===== src/rtl/idu_operand_forward_if.sv =====
`default_nettype none
// ---------------------------------------------------------------------------
// idu_operand_forward_if : IDU operand-forward bus (decode side, EXU side)
// Rev 1.0
// ---------------------------------------------------------------------------
interface idu_operand_forward_if #(
  parameter int XLEN  = 32,
  parameter int CNT_W = 32
);
  logic             flush;
  logic             in_valid;
  logic             in_ready;
  logic [2:0]       rs1_choice;
  logic [2:0]       rs2_choice;
  logic [XLEN-1:0]  rf_rdata1;
  logic [XLEN-1:0]  rf_rdata2;
  logic [XLEN-1:0]  exu_result;
  logic [XLEN-1:0]  wbu_wdata;
  logic [XLEN-1:0]  mem_alu_result;
  logic [XLEN-1:0]  mem_load_data;
  logic             mem_load_valid;
  logic             out_valid;
  logic             out_ready;
  logic [XLEN-1:0]  op1;
  logic [XLEN-1:0]  op2;
  logic [CNT_W-1:0] stall_cnt;

  modport master (
    output flush, in_valid, rs1_choice, rs2_choice, rf_rdata1, rf_rdata2,
           exu_result, wbu_wdata, mem_alu_result, mem_load_data,
           mem_load_valid, out_ready,
    input  in_ready, out_valid, op1, op2, stall_cnt
  );

  modport slave (
    input  flush, in_valid, rs1_choice, rs2_choice, rf_rdata1, rf_rdata2,
           exu_result, wbu_wdata, mem_alu_result, mem_load_data,
           mem_load_valid, out_ready,
    output in_ready, out_valid, op1, op2, stall_cnt
  );
endinterface
`default_nettype wire


===== src/rtl/idu_operand_forward.sv =====
`default_nettype none
// ---------------------------------------------------------------------------
// idu_operand_forward : selects IDU operands from RF/forward paths, stalls on
// load-use, presents registered operands to EXU. Rev 1.0
// ---------------------------------------------------------------------------
module idu_operand_forward #(
  parameter int XLEN  = 32,
  parameter int CNT_W = 32
) (
  input  wire                 clk,
  input  wire                 rst,
  idu_operand_forward_if.slave bus
);

  typedef enum logic [0:0] {
    S_IDLE      = 1'b0,
    S_WAIT_LOAD = 1'b1
  } state_t;

  localparam logic [2:0] c_SEL_LOAD = 3'b011;

  state_t           r_state, w_state_nxt;
  logic             r_out_valid, w_out_valid_nxt;
  logic [XLEN-1:0]  r_op1, w_op1_nxt;
  logic [XLEN-1:0]  r_op2, w_op2_nxt;
  logic             r_pend1, w_pend1_nxt;
  logic             r_pend2, w_pend2_nxt;
  logic [CNT_W-1:0] r_stall_cnt, w_stall_cnt_nxt;

  logic             w_in_ready;
  logic             w_accept;
  logic             w_ld1;
  logic             w_ld2;
  logic [XLEN-1:0]  w_fwd1;
  logic [XLEN-1:0]  w_fwd2;

  function automatic logic [XLEN-1:0] f_pick(
    input logic [2:0]      sel,
    input logic [XLEN-1:0] rf,
    input logic [XLEN-1:0] exu,
    input logic [XLEN-1:0] wbu,
    input logic [XLEN-1:0] ld,
    input logic [XLEN-1:0] alu
  );
    logic [XLEN-1:0] v;
    case (sel)
      3'b001:  v = exu;
      3'b010:  v = wbu;
      3'b011:  v = ld;
      3'b100:  v = alu;
      default: v = rf;
    endcase
    return v;
  endfunction

  assign w_in_ready = (r_state == S_IDLE) && (!r_out_valid || bus.out_ready);
  assign w_accept   = bus.in_valid && w_in_ready;
  assign w_ld1      = (bus.rs1_choice == c_SEL_LOAD);
  assign w_ld2      = (bus.rs2_choice == c_SEL_LOAD);

  assign w_fwd1 = f_pick(bus.rs1_choice, bus.rf_rdata1, bus.exu_result,
                         bus.wbu_wdata, bus.mem_load_data, bus.mem_alu_result);
  assign w_fwd2 = f_pick(bus.rs2_choice, bus.rf_rdata2, bus.exu_result,
                         bus.wbu_wdata, bus.mem_load_data, bus.mem_alu_result);

  always_comb begin
    w_state_nxt     = r_state;
    w_out_valid_nxt = r_out_valid;
    w_op1_nxt       = r_op1;
    w_op2_nxt       = r_op2;
    w_pend1_nxt     = r_pend1;
    w_pend2_nxt     = r_pend2;
    w_stall_cnt_nxt = r_stall_cnt;

    if (bus.flush) begin
      w_state_nxt     = S_IDLE;
      w_out_valid_nxt = 1'b0;
      w_pend1_nxt     = 1'b0;
      w_pend2_nxt     = 1'b0;
    end else begin
      case (r_state)
        S_IDLE: begin
          if (w_accept) begin
            w_op1_nxt = w_fwd1;
            w_op2_nxt = w_fwd2;
            if ((w_ld1 || w_ld2) && !bus.mem_load_valid) begin
              // Load-dependent operands are filled in when the load returns.
              w_pend1_nxt     = w_ld1;
              w_pend2_nxt     = w_ld2;
              w_out_valid_nxt = 1'b0;
              w_state_nxt     = S_WAIT_LOAD;
            end else begin
              w_out_valid_nxt = 1'b1;
            end
          end else if (bus.out_ready) begin
            w_out_valid_nxt = 1'b0;
          end
        end
        S_WAIT_LOAD: begin
          if (r_stall_cnt != {CNT_W{1'b1}}) begin
            w_stall_cnt_nxt = r_stall_cnt + CNT_W'(1);
          end
          if (bus.mem_load_valid) begin
            if (r_pend1) w_op1_nxt = bus.mem_load_data;
            if (r_pend2) w_op2_nxt = bus.mem_load_data;
            w_pend1_nxt     = 1'b0;
            w_pend2_nxt     = 1'b0;
            w_out_valid_nxt = 1'b1;
            w_state_nxt     = S_IDLE;
          end
        end
        default: w_state_nxt = S_IDLE;
      endcase
    end
  end

  always_ff @(posedge clk) begin
    if (rst) begin
      r_state     <= S_IDLE;
      r_out_valid <= 1'b0;
      r_op1       <= '0;
      r_op2       <= '0;
      r_pend1     <= 1'b0;
      r_pend2     <= 1'b0;
      r_stall_cnt <= '0;
    end else begin
      r_state     <= w_state_nxt;
      r_out_valid <= w_out_valid_nxt;
      r_op1       <= w_op1_nxt;
      r_op2       <= w_op2_nxt;
      r_pend1     <= w_pend1_nxt;
      r_pend2     <= w_pend2_nxt;
      r_stall_cnt <= w_stall_cnt_nxt;
    end
  end

  assign bus.in_ready  = w_in_ready;
  assign bus.out_valid = r_out_valid;
  assign bus.op1       = r_op1;
  assign bus.op2       = r_op2;
  assign bus.stall_cnt = r_stall_cnt;

endmodule
`default_nettype wire


===== src/flat_wrapper.sv =====
// flat-port wrapper written by rule: the top's interface ports become plain ports
module idu_operand_forward_flat 
#(
  parameter int XLEN  = 32,
  parameter int CNT_W = 32
)
  (clk, rst, bus_flush, bus_in_valid, bus_rs1_choice, bus_rs2_choice, bus_rf_rdata1, bus_rf_rdata2, bus_exu_result, bus_wbu_wdata, bus_mem_alu_result, bus_mem_load_data, bus_mem_load_valid, bus_out_ready, bus_in_ready, bus_out_valid, bus_op1, bus_op2, bus_stall_cnt);
  idu_operand_forward_if #(.XLEN(XLEN), .CNT_W(CNT_W)) bus_i ();
  input  wire clk;
  input  wire rst;
  input wire logic [$bits(bus_i.flush)-1:0] bus_flush;
  input wire logic [$bits(bus_i.in_valid)-1:0] bus_in_valid;
  input wire logic [$bits(bus_i.rs1_choice)-1:0] bus_rs1_choice;
  input wire logic [$bits(bus_i.rs2_choice)-1:0] bus_rs2_choice;
  input wire logic [$bits(bus_i.rf_rdata1)-1:0] bus_rf_rdata1;
  input wire logic [$bits(bus_i.rf_rdata2)-1:0] bus_rf_rdata2;
  input wire logic [$bits(bus_i.exu_result)-1:0] bus_exu_result;
  input wire logic [$bits(bus_i.wbu_wdata)-1:0] bus_wbu_wdata;
  input wire logic [$bits(bus_i.mem_alu_result)-1:0] bus_mem_alu_result;
  input wire logic [$bits(bus_i.mem_load_data)-1:0] bus_mem_load_data;
  input wire logic [$bits(bus_i.mem_load_valid)-1:0] bus_mem_load_valid;
  input wire logic [$bits(bus_i.out_ready)-1:0] bus_out_ready;
  output wire logic [$bits(bus_i.in_ready)-1:0] bus_in_ready;
  output wire logic [$bits(bus_i.out_valid)-1:0] bus_out_valid;
  output wire logic [$bits(bus_i.op1)-1:0] bus_op1;
  output wire logic [$bits(bus_i.op2)-1:0] bus_op2;
  output wire logic [$bits(bus_i.stall_cnt)-1:0] bus_stall_cnt;
  assign bus_i.flush = bus_flush;
  assign bus_i.in_valid = bus_in_valid;
  assign bus_i.rs1_choice = bus_rs1_choice;
  assign bus_i.rs2_choice = bus_rs2_choice;
  assign bus_i.rf_rdata1 = bus_rf_rdata1;
  assign bus_i.rf_rdata2 = bus_rf_rdata2;
  assign bus_i.exu_result = bus_exu_result;
  assign bus_i.wbu_wdata = bus_wbu_wdata;
  assign bus_i.mem_alu_result = bus_mem_alu_result;
  assign bus_i.mem_load_data = bus_mem_load_data;
  assign bus_i.mem_load_valid = bus_mem_load_valid;
  assign bus_i.out_ready = bus_out_ready;
  assign bus_in_ready = bus_i.in_ready;
  assign bus_out_valid = bus_i.out_valid;
  assign bus_op1 = bus_i.op1;
  assign bus_op2 = bus_i.op2;
  assign bus_stall_cnt = bus_i.stall_cnt;
  idu_operand_forward #(.XLEN(XLEN), .CNT_W(CNT_W)) u_core (.clk(clk), .rst(rst), .bus(bus_i));
endmodule

===== config.mk =====
export PLATFORM = sky130hd
export DESIGN_NAME = idu_operand_forward_flat
export DESIGN_NICKNAME = d
export VERILOG_FILES = /design/src/rtl/idu_operand_forward_if.sv /design/src/rtl/idu_operand_forward.sv /design/src/flat_wrapper.sv
export SDC_FILE = /design/constraint.sdc
export NUM_CORES = 1
export LEC_CHECK = 0
export BUFFER_PORTS_ARGS = -buffer_cell sky130_fd_sc_hd__buf_2
export CAP_MARGIN = 25
export CORE_UTILIZATION = 40
export CTS_CLUSTER_DIAMETER = 30
export CTS_CLUSTER_SIZE = 40
export DETAILED_ROUTE_END_ITERATION = 7
export HOLD_SLACK_MARGIN = 0.15
export PLACE_DENSITY = 0.81
export SETUP_SLACK_MARGIN = 0.05
export SYNTH_ARGS = -nofsm -noshare
export SYNTH_HDL_FRONTEND = slang
export SYNTH_SLANG_ARGS = --single-unit

===== constraint.sdc =====
create_clock -name clk -period 3.4 [get_ports clk]
set_clock_uncertainty 0.2 [all_clocks]
set_input_delay 0.51 -clock clk [delete_from_list [all_inputs] [get_ports clk]]
set_output_delay 0.51 -clock clk [all_outputs]
set_load 0.01 [all_outputs]

Word level (Yosys, flattened, before mapping)
Index checks and enable logic that the tools add are counted.
{ "totals": {"reg_bits": 100, "inputBits": 204, "output_inout_bits": 98} }
{ "classes": {"addsub": 1, "eq_ne": 15, "n_mux": 26, "bitwise": 2, "n_reduce_logical": 13} }
{ "op_table": {"columns": ["cell", "n"], "rows": [
  ["$pmux W32 S4", 2],
  ["$mux W32", 6],
  ["$pmux W32 S2", 2],
  ["$add A32 B1 Y32 const B", 1],
  ["$ne A32 B32 Y1 const B", 1],
  ["$eq A3 B2 Y1 const B", 4],
  ["$mux W1", 12],
  ["$ne A2 B2 Y1 const B", 4],
  ["$pmux W1 S2", 4],
  ["$reduce_and A4 Y1", 2],
  ["$eq A3 B1 Y1 const B", 2],
  ["$eq A3 B3 Y1 const B", 2],
  ["$reduce_and A3 Y1", 2],
  ["$logic_and A1 B1 Y1", 3],
  ["$ne A3 B2 Y1 const B", 1],
  ["$logic_not A1 Y1", 2],
  ["$logic_or A1 B1 Y1", 2],
  ["$ne A2 B1 Y1 const B", 1],
  ["$not A1 Y1", 2],
  ["$reduce_and A2 Y1", 1],
  ["$reduce_or A2 Y1", 1]
]} }

Longest topological paths before layout
{ "logic_depth": {"ltp_word": 6, "depth_mapped": 8} }

Least setup slack after synthesis
Ideal clock, no wire load.
{ "synth_path": {"path_kind": "reg2reg", "from": "reg u_core.r_stall_cnt[24], in the netlist u_core.bus.stall_cnt[24]", "to": "reg u_core.r_stall_cnt[17], in the netlist u_core.bus.stall_cnt[17]", "setup_time_ns": 0.123, "arrival_time_ns": 2.030, "path_slack_ns": 1.047, "path_stages_with_launch": 8, "n_path_buf": 2, "synth_period_minus_slack_ns": 2.353, "path_cell_list": "dfxtp_1 nand4_2 or4b_1 buf_2 nor4_4 buf_6 nor2_1 mux2_1"} }
{ "synth_between": {"elab_chain_len": 2} }
{ "synth_rtl": {"columns": ["item", "line", "text"], "rows": [
  ["start, declared", "idu_operand_forward.sv:28", "logic [CNT_W-1:0] r_stall_cnt, w_stall_cnt_nxt;"],
  ["start signal, assigned", "idu_operand_forward.sv:133", "r_stall_cnt <= w_stall_cnt_nxt;"],
  ["$ne A32 B32 Y1", "idu_operand_forward.sv:100", "if (r_stall_cnt != {CNT_W{1'b1}}) begin"],
  ["$reduce_and A3 Y1 (no source line)", null, null]
]} }
No other way between the ends.
A chain may end at the register's enable or synchronous reset.

Final worst setup path
{ "layout_path": {"from": "reg u_core.r_stall_cnt[25], in the netlist u_core.bus.stall_cnt[25]", "to": "reg u_core.r_stall_cnt[17], in the netlist u_core.bus.stall_cnt[17]"} }
The elaborated chain is that of the path after synthesis.

==> flow_summary.toml <==
[outcome]
status = "complete, no violations"

[place]
place_congestion = 0.904
dp_slack_ps = 642
dpl_cell_area_um2 = 8280
io_buffers = 301
hpwl_mm = 19.6

[timing]
rsz0062_at_grt = "false"
setup_viol = 0
slew_violations = 0
timing.setup.tns_ps = 0
fin_ws_ps = 669
tightest_slew_ps = 1080
slew_headroom_pct = 27.9
fin_crit_sh_pct = 80.3
fmax_ghz = 0.366
fin_crit_ps = 2730
hold_violations = 0

[critical_path]
r2r_setup_slack_ps = 670
end_kind = "flop"
crit_required_ps = 3440
slowest_delay_ps = 700
crit_path_max_fanout = 17
cp.arrival_ps = 2770
criticalPathCategory = "flop to flop"
cp-start-kind = "flop"
slowest_stage = "or4b_1"
worstPathCellList = "nand4_2 -> or4b_1 -> nor4_4 -> nor2_1 -> mux2_1"

[yosys]
yosys-top-cells-area = "dfxtp_1 (30%), mux2i_1 (9.8%), a311oi_1 (8.4%), o221ai_1 (8.4%), o22a_1 (8.4%)"
syn_nets = 1010
ys.flop_type = "dfxtp_1"
synthTopCellsByCount = "dfxtp_1 (100), a21oi_1 (87), nor2_1 (76), clkbuf_1 (68), mux2i_1 (65)"
yosysUniqueCellTypes = 50
synth-async-reset-ratio_pct = 0
yosysSeqAreaShare_pct = 30.1
synth_area_leader_cell = "dfxtp_1"
post-synth-top-count-cell = "dfxtp_1"
yosysWarnings = 0
avgSynthCellArea_um2 = 8.26
netlist_instances = 805
ys_ff_latch = 100
synth_edf_count = 0
synth_top_area_share_pct = 30.1
syn_area_um2 = 6650

[grt]
gr-usage-met2_pct = 52.9
overflow = 0
grt_max_degree = 65
use_met1_pct = 38.5
grt_pass1_vias = 7937
grt_busiest_layer = "met2"
gr-usage-met3_pct = 7.04
track_usage_pct = 32.4
grt_pass1_wl_mm = 42.2
antenna_found_initial = 1

[layout]
fill_cells = 1487
fin_area_um2 = 8590
layout.nets = 1255
area_delta_synth_final_pct = 29.3
final_layout_size_suffix_gt1_share_pct = 33.7

[routing]
dr.pass1.iters = 6
drt_iter0_drc = 805
wl_mm = 28.1
ant_nets = 0
viasPerCell = 6.52
vias = 8305
wl_per_cell_um = 22.0
drc = 0

[die]
core_area_um2 = 16100
start_util_pct = 41.4
ios = 302
dieArea_um2 = 17100
die_x_um = 131
std_cell_rows = 46
die_h_um = 131

[power_and_ir_drop]
p_leak_nw = 3.53
vdd_drop_max_mv = 0.274
power_density_nw_per_um2 = 365
power_w = 0.00313

[clock_network]
htreeDepth = 3
hold_buffers = 0
cts_buffers = 9
clock_latency_ps = 350
clk_pin_slew_worst_paths_ps = 70
root_buffer = "clkbuf_16"
cts_setup_buffers = 0
clockBufferDepth = 2
cts_tree = "done"
clock-sinks = 100
cts_resized = 0

[run]
cap_violations = 0

[worst_hold_path]
hold_class = "input pin to flop"
## state kept, by name, indices dropped and copies added, names as in the netlist
name	count
u_core.r_pend2	1
u_core.r_pend1	1
u_core.bus.stall_cnt	32
u_core.r_state	1
u_core.bus.out_valid	1
u_core.bus.op2	32
u_core.bus.op1	32
## critical path, delay by kind of cell, from the launching register on
| family | cells | cell delay [ps] |
|---|---|---|
| DFF | 1 | 430 |
| and+or+nand+nor | 4 | 1650 |
| muxes | 1 | 340 |
## where the power goes
| group | switching (W) | internal (W) |
|---|---|---|
| clock | 0.000484 | 0.000610 |
| sequential | 0.0000396 | 0.00123 |
| combinational | 0.000438 | 0.000332 |
## path summary, 6_finish.rpt
kind / cells after the start / to / start
max: 5 / u_core.bus.stall_cnt[17] / u_core.bus.stall_cnt[25]
min: 2 / u_core.r_state / bus_flush
min reg2reg: 2 / u_core.r_pend1 / u_core.r_pend1
max reg2reg: 5 / u_core.bus.stall_cnt[17] / u_core.bus.stall_cnt[25]
## layout by cell type (no fill, tap or decap), drive strengths merged, types with 5 or more instances in the layout
cell type  count
a211oi         5
a21oi         87
a311oi        64
buf          319
clkbuf        12
dfxtp        100
inv            8
mux2           6
mux2i         65
nand2         44
nand2b        11
nand3         12
nand4         13
nor2          76
nor2b         14
nor3           5
nor4           5
o21ai         15
o221ai        64
o22a          64
o31ai          8
or3           16
or4           10
## final cells by class
cell class | instances | area, um^2 | area share [%]
multi-input combinational | 612 | 4300 | 50.0
sequential | 100 | 2010 | 23.3
timing repair buffer | 319 | 1680 | 19.6
tap | 216 | 270 | 3.15
clock buffer | 12 | 256 | 2.98
clock inverter | 4 | 47.5 | 0.553
inverter | 8 | 30.0 | 0.349
antenna | 2 | 5.00 | 0.0582
## cells by family after synthesis
group,share of synthesized area (%)
AND/OR/NAND/NOR,17.4
adder cells (fa/ha/maj),0.188
AO/OA/AOI/OAI,35.4
flip-flops,30.1
XOR/XNOR,0.527
buffers and inverters,5.59
multiplexers,10.8
## layer usage
metal	part of all wire [%]	up-vias	routed length, um
li1	-	3682	-
met1	37	3850	10300
met2	47	625	13300
met3	10	148	2900
met4	5.5	0	1540
met5	0	-	0
## metrics by stage
step	hold WS, ps	utilization (%)	std cells
final	217	53.5	1273
after global routing	220	53.5	1272
after CTS	198	53.5	1271
after detailed placement	273	51.6	1255
after global placement	268	51.5	1254
after floorplan	245	-	805
Note: power is estimated with default switching activity, not from simulation.
